--- src/rtl/regfile_sb.sv ---
// regfile_sb: 31-entry register file with a per-register pending/tag scoreboard,
// two tag-checked write ports and zero-latency bypassed read ports.
module regfile_sb #(
   parameter int XLEN = 32,
   parameter int NRD  = 2,
   parameter int TAGW = 3
) (
   input  logic                clk,
   input  logic                reset_n,
   input  logic [NRD*5-1:0]    rs_addr,
   output logic [NRD-1:0]      rs_valid,
   output logic [NRD*XLEN-1:0] rs_data,
   input  logic [4:0]          rd,
   input  logic                reserve,
   input  logic [TAGW-1:0]     reserve_tag,
   input  logic [4:0]          wreg0,
   input  logic [XLEN-1:0]     wdata0,
   input  logic                wen0,
   input  logic [TAGW-1:0]     wtag0,
   input  logic [4:0]          wreg1,
   input  logic [XLEN-1:0]     wdata1,
   input  logic                wen1,
   input  logic [TAGW-1:0]     wtag1,
   input  logic                flush,
   output logic [5:0]          busy_count
);
   logic [XLEN-1:0] regs_q [32];
   logic [XLEN-1:0] regs_d [32];
   logic [TAGW-1:0] tag_q [32];
   logic [TAGW-1:0] tag_d [32];
   logic [31:0]     pend_q, pend_d;
   logic [5:0]      busy_q, busy_d;
   logic            acc0, acc1;

   // A write is stale when its register is pending under a different tag.
   assign acc0 = wen0 && wreg0 != 5'd0 && (!pend_q[wreg0] || wtag0 == tag_q[wreg0]);
   assign acc1 = wen1 && wreg1 != 5'd0 && (!pend_q[wreg1] || wtag1 == tag_q[wreg1]);

   always_comb begin
      regs_d = regs_q;
      pend_d = pend_q;
      tag_d  = tag_q;
      if (acc1) begin
         regs_d[wreg1] = wdata1;
         pend_d[wreg1] = 1'b0;
      end
      if (acc0) begin
         regs_d[wreg0] = wdata0;
         pend_d[wreg0] = 1'b0;
      end
      if (flush)
         pend_d = '0;
      else if (reserve && rd != 5'd0) begin
         pend_d[rd] = 1'b1;
         tag_d[rd]  = reserve_tag;
      end
      busy_d = '0;
      for (int i = 1; i < 32; i++)
         busy_d += 6'(pend_d[i]);
   end

   always_ff @(posedge clk) begin
      if (!reset_n) begin
         regs_q <= '{default: '0};
         tag_q  <= '{default: '0};
         pend_q <= '0;
         busy_q <= '0;
      end else begin
         regs_q <= regs_d;
         tag_q  <= tag_d;
         pend_q <= pend_d;
         busy_q <= busy_d;
      end
   end

   assign busy_count = busy_q;

   for (genvar k = 0; k < NRD; k++) begin : g_rd
      logic [4:0] a;
      logic       hit0, hit1;
      assign a    = rs_addr[5*k +: 5];
      assign hit0 = acc0 && wreg0 == a;
      assign hit1 = acc1 && wreg1 == a;
      assign rs_data[XLEN*k +: XLEN] = a == 5'd0 ? '0 : hit0 ? wdata0 : hit1 ? wdata1 : regs_q[a];
      assign rs_valid[k] = a == 5'd0 || hit0 || hit1 || !pend_q[a];
   end
endmodule

--- config.mk ---
export PLATFORM = sky130hd
export DESIGN_NAME = regfile_sb
export DESIGN_NICKNAME = d
export VERILOG_FILES = /design/src/rtl/regfile_sb.sv
export SDC_FILE = /design/constraint.sdc
export NUM_CORES = 2
export LEC_CHECK = 0
export CAP_MARGIN = 10
export CORE_MARGIN = 2
export CORE_UTILIZATION = 50
export CTS_BUF_LIST = sky130_fd_sc_hd__clkbuf_2 sky130_fd_sc_hd__clkbuf_4 sky130_fd_sc_hd__clkbuf_8
export DETAILED_ROUTE_END_ITERATION = 6
export PLACE_DENSITY = 0.65
export SLEW_MARGIN = 20
export SYNTH_ARGS = -nofsm -noshare
export SYNTH_HDL_FRONTEND = slang
export SYNTH_SLANG_ARGS = --single-unit
--- constraint.sdc ---
create_clock -name clk -period 12.1 [get_ports clk]
set_input_delay 3.025 -clock clk [delete_from_list [all_inputs] [get_ports clk]]
set_output_delay 3.025 -clock clk [all_outputs]
set_load 0.005 [all_outputs]
; Word level (Yosys, flattened, before mapping)
; Index checks and enable logic that the tools add are counted.
; Widths: inputs -> output; s select.
[totals]
out_inout_bits = 72
ff_bits = 1158
input_bits = 104
word_cells = 212
latchBits = 0
rom_bits = 0
ramBits = 0
n_memories = 0
[op_classes]
reduce_logical = 34
bitwise_logic = 12
addsub = 30
mux = 47
n_div = 0
multipliers = 0
n_eq_ne = 6
n_shift = 0
n_lt_le_gt_ge = 16
[ops]
columns = operator, n
row1 = $bwmux 1024, 2
row2 = $mux 1024, 2
row3 = $mux 32, 16
row4 = $bmux 32 s5, 2
row5 = $demux 32 s5, 2
row6 = $add 6x1->6, 25
row7 = $bwmux 96, 1
row8 = $and 32x32->32, 2
row9 = $not 32->32, 2
row10 = $or 32x32->32, 1
row11 = $bmux 3 s5, 2
row12 = $ge 6x6->1 const B, 5
row13 = $lt 5x6->1 const B, 5
row14 = $not 5->6, 5
row15 = $bmux 1 s5, 4
row16 = $eq 5x5->1, 4
row17 = $lt 6x1->1 const B, 3
row18 = $demux 1 s5, 3
row19 = $demux 3 s5, 1
row20 = $ge 5x1->1 const B, 3
row21 = $logic_and 1x1->1, 15
row22 = $mux 3, 5
row23 = $reduce_bool 5->1, 3
row24 = $logic_not 5->1, 2
row25 = 12 further kinds, 30

; Depth between registers and ports, before layout
[logic_depth]
depth_word = 43
ltp_mapped = 31
mapped_depth_nobuf = 26

; Least setup slack after synthesis
; Ideal clock, no wire load.
[synth_timing]
kind = in2reg
start = input port wreg1[1]
end = register busy_q[4], in the netlist busy_count[4]
n_path_buf = 5
stages = 31
slack_ps = 2257
arrival_time_ps = 9715
required_time_ps = 11972
cell_sequence = buf_2 > buf_4 > buf_4 > mux2i_1 > o22ai_1 > nor4_1 > nand2_1 > xnor2_1 > a21bo_1 > buf_2 > buf_4 > nand3_1 > a41o_1 > fa_1 > inv_1 > fa_1 > inv_1 > fa_1 > inv_1 > fa_1 > fa_1 > fa_1 > inv_1 > fa_1 > inv_1 > fa_1 > inv_1 > a21o_1 > a21oi_1 > xor2_1 > nor2_1
[synth_rtl]
columns = element, line
row1 = "start, declared", 20  ; input logic [4:0] wreg1,
row2 = $not 5->6 (not written as such), 37  ; assign acc1 = wen1 && wreg1 != 5'd0 && (!pend_q[wreg1] || wtag1 == tag_q[wreg1]);
row3 = $bmux 3 s5, 37
row4 = $mux 3 (not written as such) (2 in a row), 37
row5 = $eq 3x3->1, 37
row6 = $logic_or 1x1->1, 37
row7 = $logic_and 1x1->1, 37
row8 = $mux 32 *, 43  ; if (acc1) begin
row9 = $and 32x32->32 (no source line), --
row10 = $mux 32 *, 47  ; if (acc0) begin
row11 = $or 32x32->32 (no source line), --
row12 = $mux 32 *, 53  ; else if (reserve && rd != 5'd0) begin
row13 = $mux 32 *, 51  ; if (flush)
row14 = via pend_d[24], 31  ; logic [31:0] pend_q, pend_d;
row15 = $add 6x1->6 * (8 in a row), 59  ; busy_d += 6'(pend_d[i]);
row16 = "end signal, assigned", 72  ; busy_q <= busy_d;
row17 = "end, declared", 32  ; logic [5:0] busy_q, busy_d;
; The timed path passes the listed nets; every way through them passes the cells marked *. The select of a mux whose other input is x is not followed.
; A chain may end at the register's enable or synchronous reset.

; Final worst setup path
[layout_timing]
start = input port wreg1[2]
end = output port rs_data[1]
[layout_between]
elab_chain_cells = 11
[layout_rtl]
columns = element, line
row1 = $not 5->6 (not written as such), 37
row2 = $bmux 3 s5, 37
row3 = $mux 3 (not written as such) (2 in a row), 37
row4 = $eq 3x3->1, 37
row5 = $logic_or 1x1->1, 37
row6 = $logic_and 1x1->1, 37
row7 = $logic_and 1x1->1 *, 83  ; assign hit1 = acc1 && wreg1 == a;
row8 = $mux 32 * (3 in a row), 84  ; assign rs_data[XLEN*k +: XLEN] = a == 5'd0 ? '0 : hit0 ? wdata0 : hit1 ? wdata1 : regs_q[a];
row9 = "end, declared", 12  ; output logic [NRD*XLEN-1:0] rs_data,
; Mark *: on every way between the ends. The rest lies on a longest branch, timed or not. The select of a mux whose other input is x is not followed.

==> impl_metrics.csv <==
group,metric,value,unit
clocking,cts_made_buffers,200,
logic_synthesis,ys_ff_latch,1158,
global_routing,antenna_found_initial,18,
timing,worstMarginPinSlew,1.29,ns
timing,period_share,92.9,%
worst_setup_path,crit_path_start_kind,"primary input",
global_routing,grt_pass1_wl,456000,um
cells_and_area,fin_util,55.4,%
pwr,combPwrFrac,11.5,%
cells_and_area,n_fill_cell,12300,
timing,fin_crit,11.25,ns
pwr,power_density,117,nW/um^2
clocking,post_cts.repair.setup_buffers,0,
pwr,clkPwrFrac,44.7,%
floorplanning,core_area,138000,sq um
clocking,clock-sinks,1158,
clocking,clk_latency,0.97,ns
timing,clock.fmax,88.9,MHz
floorplanning,rows,136,
timing,relSlewSlack,14.3,%
pwr,cellLeakagePower,25.6,nW
clocking,post_cts_resized,0,
worst_setup_path,cp.required,9.07,ns
routing,routed_via_density,7.33,
logic_synthesis,synth_top_area_share,33.3,%
placed_design,port_buffers,175,
logic_synthesis,synthesis.area_per_instance,8.81,sq um
logic_synthesis,syn_nets,8033,
routing,drt_iter0_markers,13000,
clocking,cts-htree-levels,4,
logic_synthesis,yosysSeqAreaShare,33.3,%
global_routing,grt_max_degree,255,
pwr,internal_power,6.44,mW
status,outcome,"finished, violations left",
logic_synthesis,syn-instance-count,7899,
placed_design,dpl.hpwl,176000,um
routing,wirelength,323000,um
clocking,cts_root_buf,"clkbuf_8",
cells_and_area,area_growth,9.67,%
routing,vias,69300,
pwr,power_switching_share,28.0,%
global_routing,grt_pass1_vias,64700,
routing,drc,1,
timing,finalMaxSlewViolations,0,
logic_synthesis,postSynth.asyncResetShare,0,%
routing,drt_pre_antenna_iters,7,
placed_design,gp_congestion,0.990,
timing,tns,0,ns
logic_synthesis,yosysTopAreaCell,"dfxtp_1",
floorplanning,dieArea,142000,sq um
logic_synthesis,ys_warn_count,0,
pwr,p_switching,2.51,mW
worst_setup_path,worstPathArrival,8.22,ns
clocking,hold_buffers,0,
cells_and_area,nNetsFinal,7632,
routing,wl_per_cell,34.2,um
timing,skew,0.0523,ns
worst_setup_path,critical_path_peak_fanout,40,
clocking,cts_max_path_buffers,3,
global_routing,grt_usage,44.3,%
logic_synthesis,syn_area,69600,sq um
status,violations,"DRC",
cells_and_area,drive_gt1_share,17.9,%
logic_synthesis,synth.distinct_cells,70,
clocking,cts.clk_slew.worst_paths,0.06,ns
pwr,irDropWorstVdd,0.0000888,V
job,max_cap_viol_count,0,
floorplanning,start_util,50.5,%
logic_synthesis,yosysMostFrequentCell,"nand2_1",
worst_setup_path,path_class,"primary input to output pin",
min_path,hold_class,"flip-flop to flip-flop",
timing,hold_violations,0,
logic_synthesis,synth_common_cells,"1,901 x nand2_1, 1,158 x dfxtp_1, 932 x o21ai_0",
logic_synthesis,ys.flop_type,"dfxtp_1",
floorplanning,ios,176,
worst_setup_path,cp-end-kind,"output pin",
global_routing,top_usage_layer,"met2",
clocking,cts_tree,"done",
timing,rsz0062_at_grt,"no",
logic_synthesis,synth_enable_flop_cells,0,
global_routing,met3_usage,17.8,%
global_routing,grt.met2_usage,61.7,%
pwr,seqPwrFrac,43.8,%
floorplanning,fp.dieH,377,um
timing,setup_viol_count_final,0,
floorplanning,dieWidth,377,um
global_routing,met1_usage,55.3,%
global_routing,overflow,0,
routing,antenna_left,0,
logic_synthesis,synth_area_leaders,"dfxtp_1 33%, mux4_2 22%, nand2_1 10%, a31oi_1 7.7%, o21ai_0 6.7%",
## placed cells by master, fill, tap and decap left out, types with 7 or more instances in the layout
| master | instances |
|---|---|
| nand3_1 | 32 |
| nand2b_1 | 8 |
| nor2_1 | 174 |
| a311oi_1 | 11 |
| clkinv_2 | 18 |
| nor3_1 | 21 |
| o211ai_1 | 31 |
| fa_1 | 23 |
| dfxtp_1 | 1158 |
| o22ai_1 | 94 |
| nor4_1 | 7 |
| mux4_2 | 670 |
| buf_6 | 9 |
| nand3_2 | 27 |
| buf_12 | 12 |
| xor2_1 | 13 |
| buf_8 | 8 |
| a211o_1 | 64 |
| nand3b_1 | 11 |
| mux2i_1 | 358 |
| a41o_1 | 12 |
| and2_1 | 74 |
| a31oi_1 | 856 |
| nand2_1 | 1899 |
| and3_1 | 8 |
| buf_4 | 218 |
| clkbuf_8 | 264 |
| inv_1 | 43 |
| clkbuf_4 | 64 |
| nor3_4 | 22 |
| diode_2 | 7 |
| ha_1 | 7 |
| a21oi_1 | 196 |
| o21ai_0 | 932 |
| xnor2_1 | 13 |
| clkdlybuf4s50_1 | 159 |
| nand4_1 | 17 |
## worst max-delay path, stage by stage
cell and delay [ns]:
clkdlybuf4s50_1 0.83, buf_4 0.34, nand4b_1 0.20, o22ai_1 0.16, nor4_1 0.54, and3_1 0.31, nor4_4 0.05, buf_4 0.18
a41oi_4 0.81, buf_4 0.56, nor2_1 0.07, a211o_1 0.28, a21oi_1 0.24, clkdlybuf4s50_1 0.55
## final timing paths
path / from / cells after the start / end / slack, ns
max: wreg1[2] / 14 / rs_data[1] / 0.85
min: regs_q[995]$_SDFF_PN0_ / 1 / regs_q[995]$_SDFF_PN0_ / 0.48
max reg2reg: tag_q[79]$_SDFFE_PN0P_ / 27 / busy_count[4]$_SDFF_PN0_ / 4.39
min reg2reg: regs_q[995]$_SDFF_PN0_ / 1 / regs_q[995]$_SDFF_PN0_ / 0.48
## area by class of cell
class / instances / area (sq um) / area share [%]
inverters: 45 / 171 / 0.225
flip-flops and latches: 1158 / 23200 / 30.4
multi-input cells: 5684 / 42600 / 55.8
diodes: 7 / 17.5 / 0.0230
well taps: 1794 / 2240 / 2.94
clock buffers: 328 / 4110 / 5.39
repair buffers: 409 / 3700 / 4.86
clock inverters: 34 / 308 / 0.403
## flip-flops by register name, summed over array words and instances, names as in the netlist
register    count
regs_q       1024
tag_q          96
pend_q         32
busy_count      6
## metal layers
layer	vias to the layer above	share of wire [%]
met3	1540	16
met4	16	8.5
li1	28100	-
met2	6305	41
met1	33300	34
met5	-	0.050
## power by group through the flow
stage	Clock, mW	Combinational, mW	Sequential [mW]
3_3_place_gp	0	0.973	4.00
2_1_floorplan	0	0.640	3.98
3_5_place_dp	0	0.984	4.00
4_1_cts	3.99	0.987	3.92
5_1_grt	4.16	1.06	3.92
6_report	4.00	1.03	3.92
## stage by stage
step | worst slack (ns) | area [sq um] | cells | power, mW | hold WS, ns
finish | 0.854 | 76300 | 9459 | 8.94 | 0.477
floorplan | 2.26 | 69600 | 7899 | 4.62 | 0.443
global route | 0.830 | 76300 | 9455 | 9.14 | 0.494
global placement | 0.772 | 71800 | 9082 | 4.97 | 0.455
detailed placement | 0.765 | 71900 | 9090 | 4.98 | 0.465
CTS | 1.10 | 76300 | 9452 | 8.89 | 0.483
## logic make-up (layout without fill, tap and decap cells)
| logic type | count (synthesis) | in the layout | share of synthesized area, % |
|---|---|---|---|
| compound gates | 2233 | 2233 | 18.6 |
| flops | 1158 | 1158 | 33.3 |
| xor+xnor | 26 | 26 | 0.327 |
| mux | 1032 | 1032 | 26.9 |
| other cells | 0 | 7 | 0 |
| simple gates | 2363 | 2363 | 14.0 |
| buf+inv | 1057 | 816 | 6.06 |
| fa+ha+maj | 30 | 30 | 0.788 |
Power figures use the tool's default switching activity.
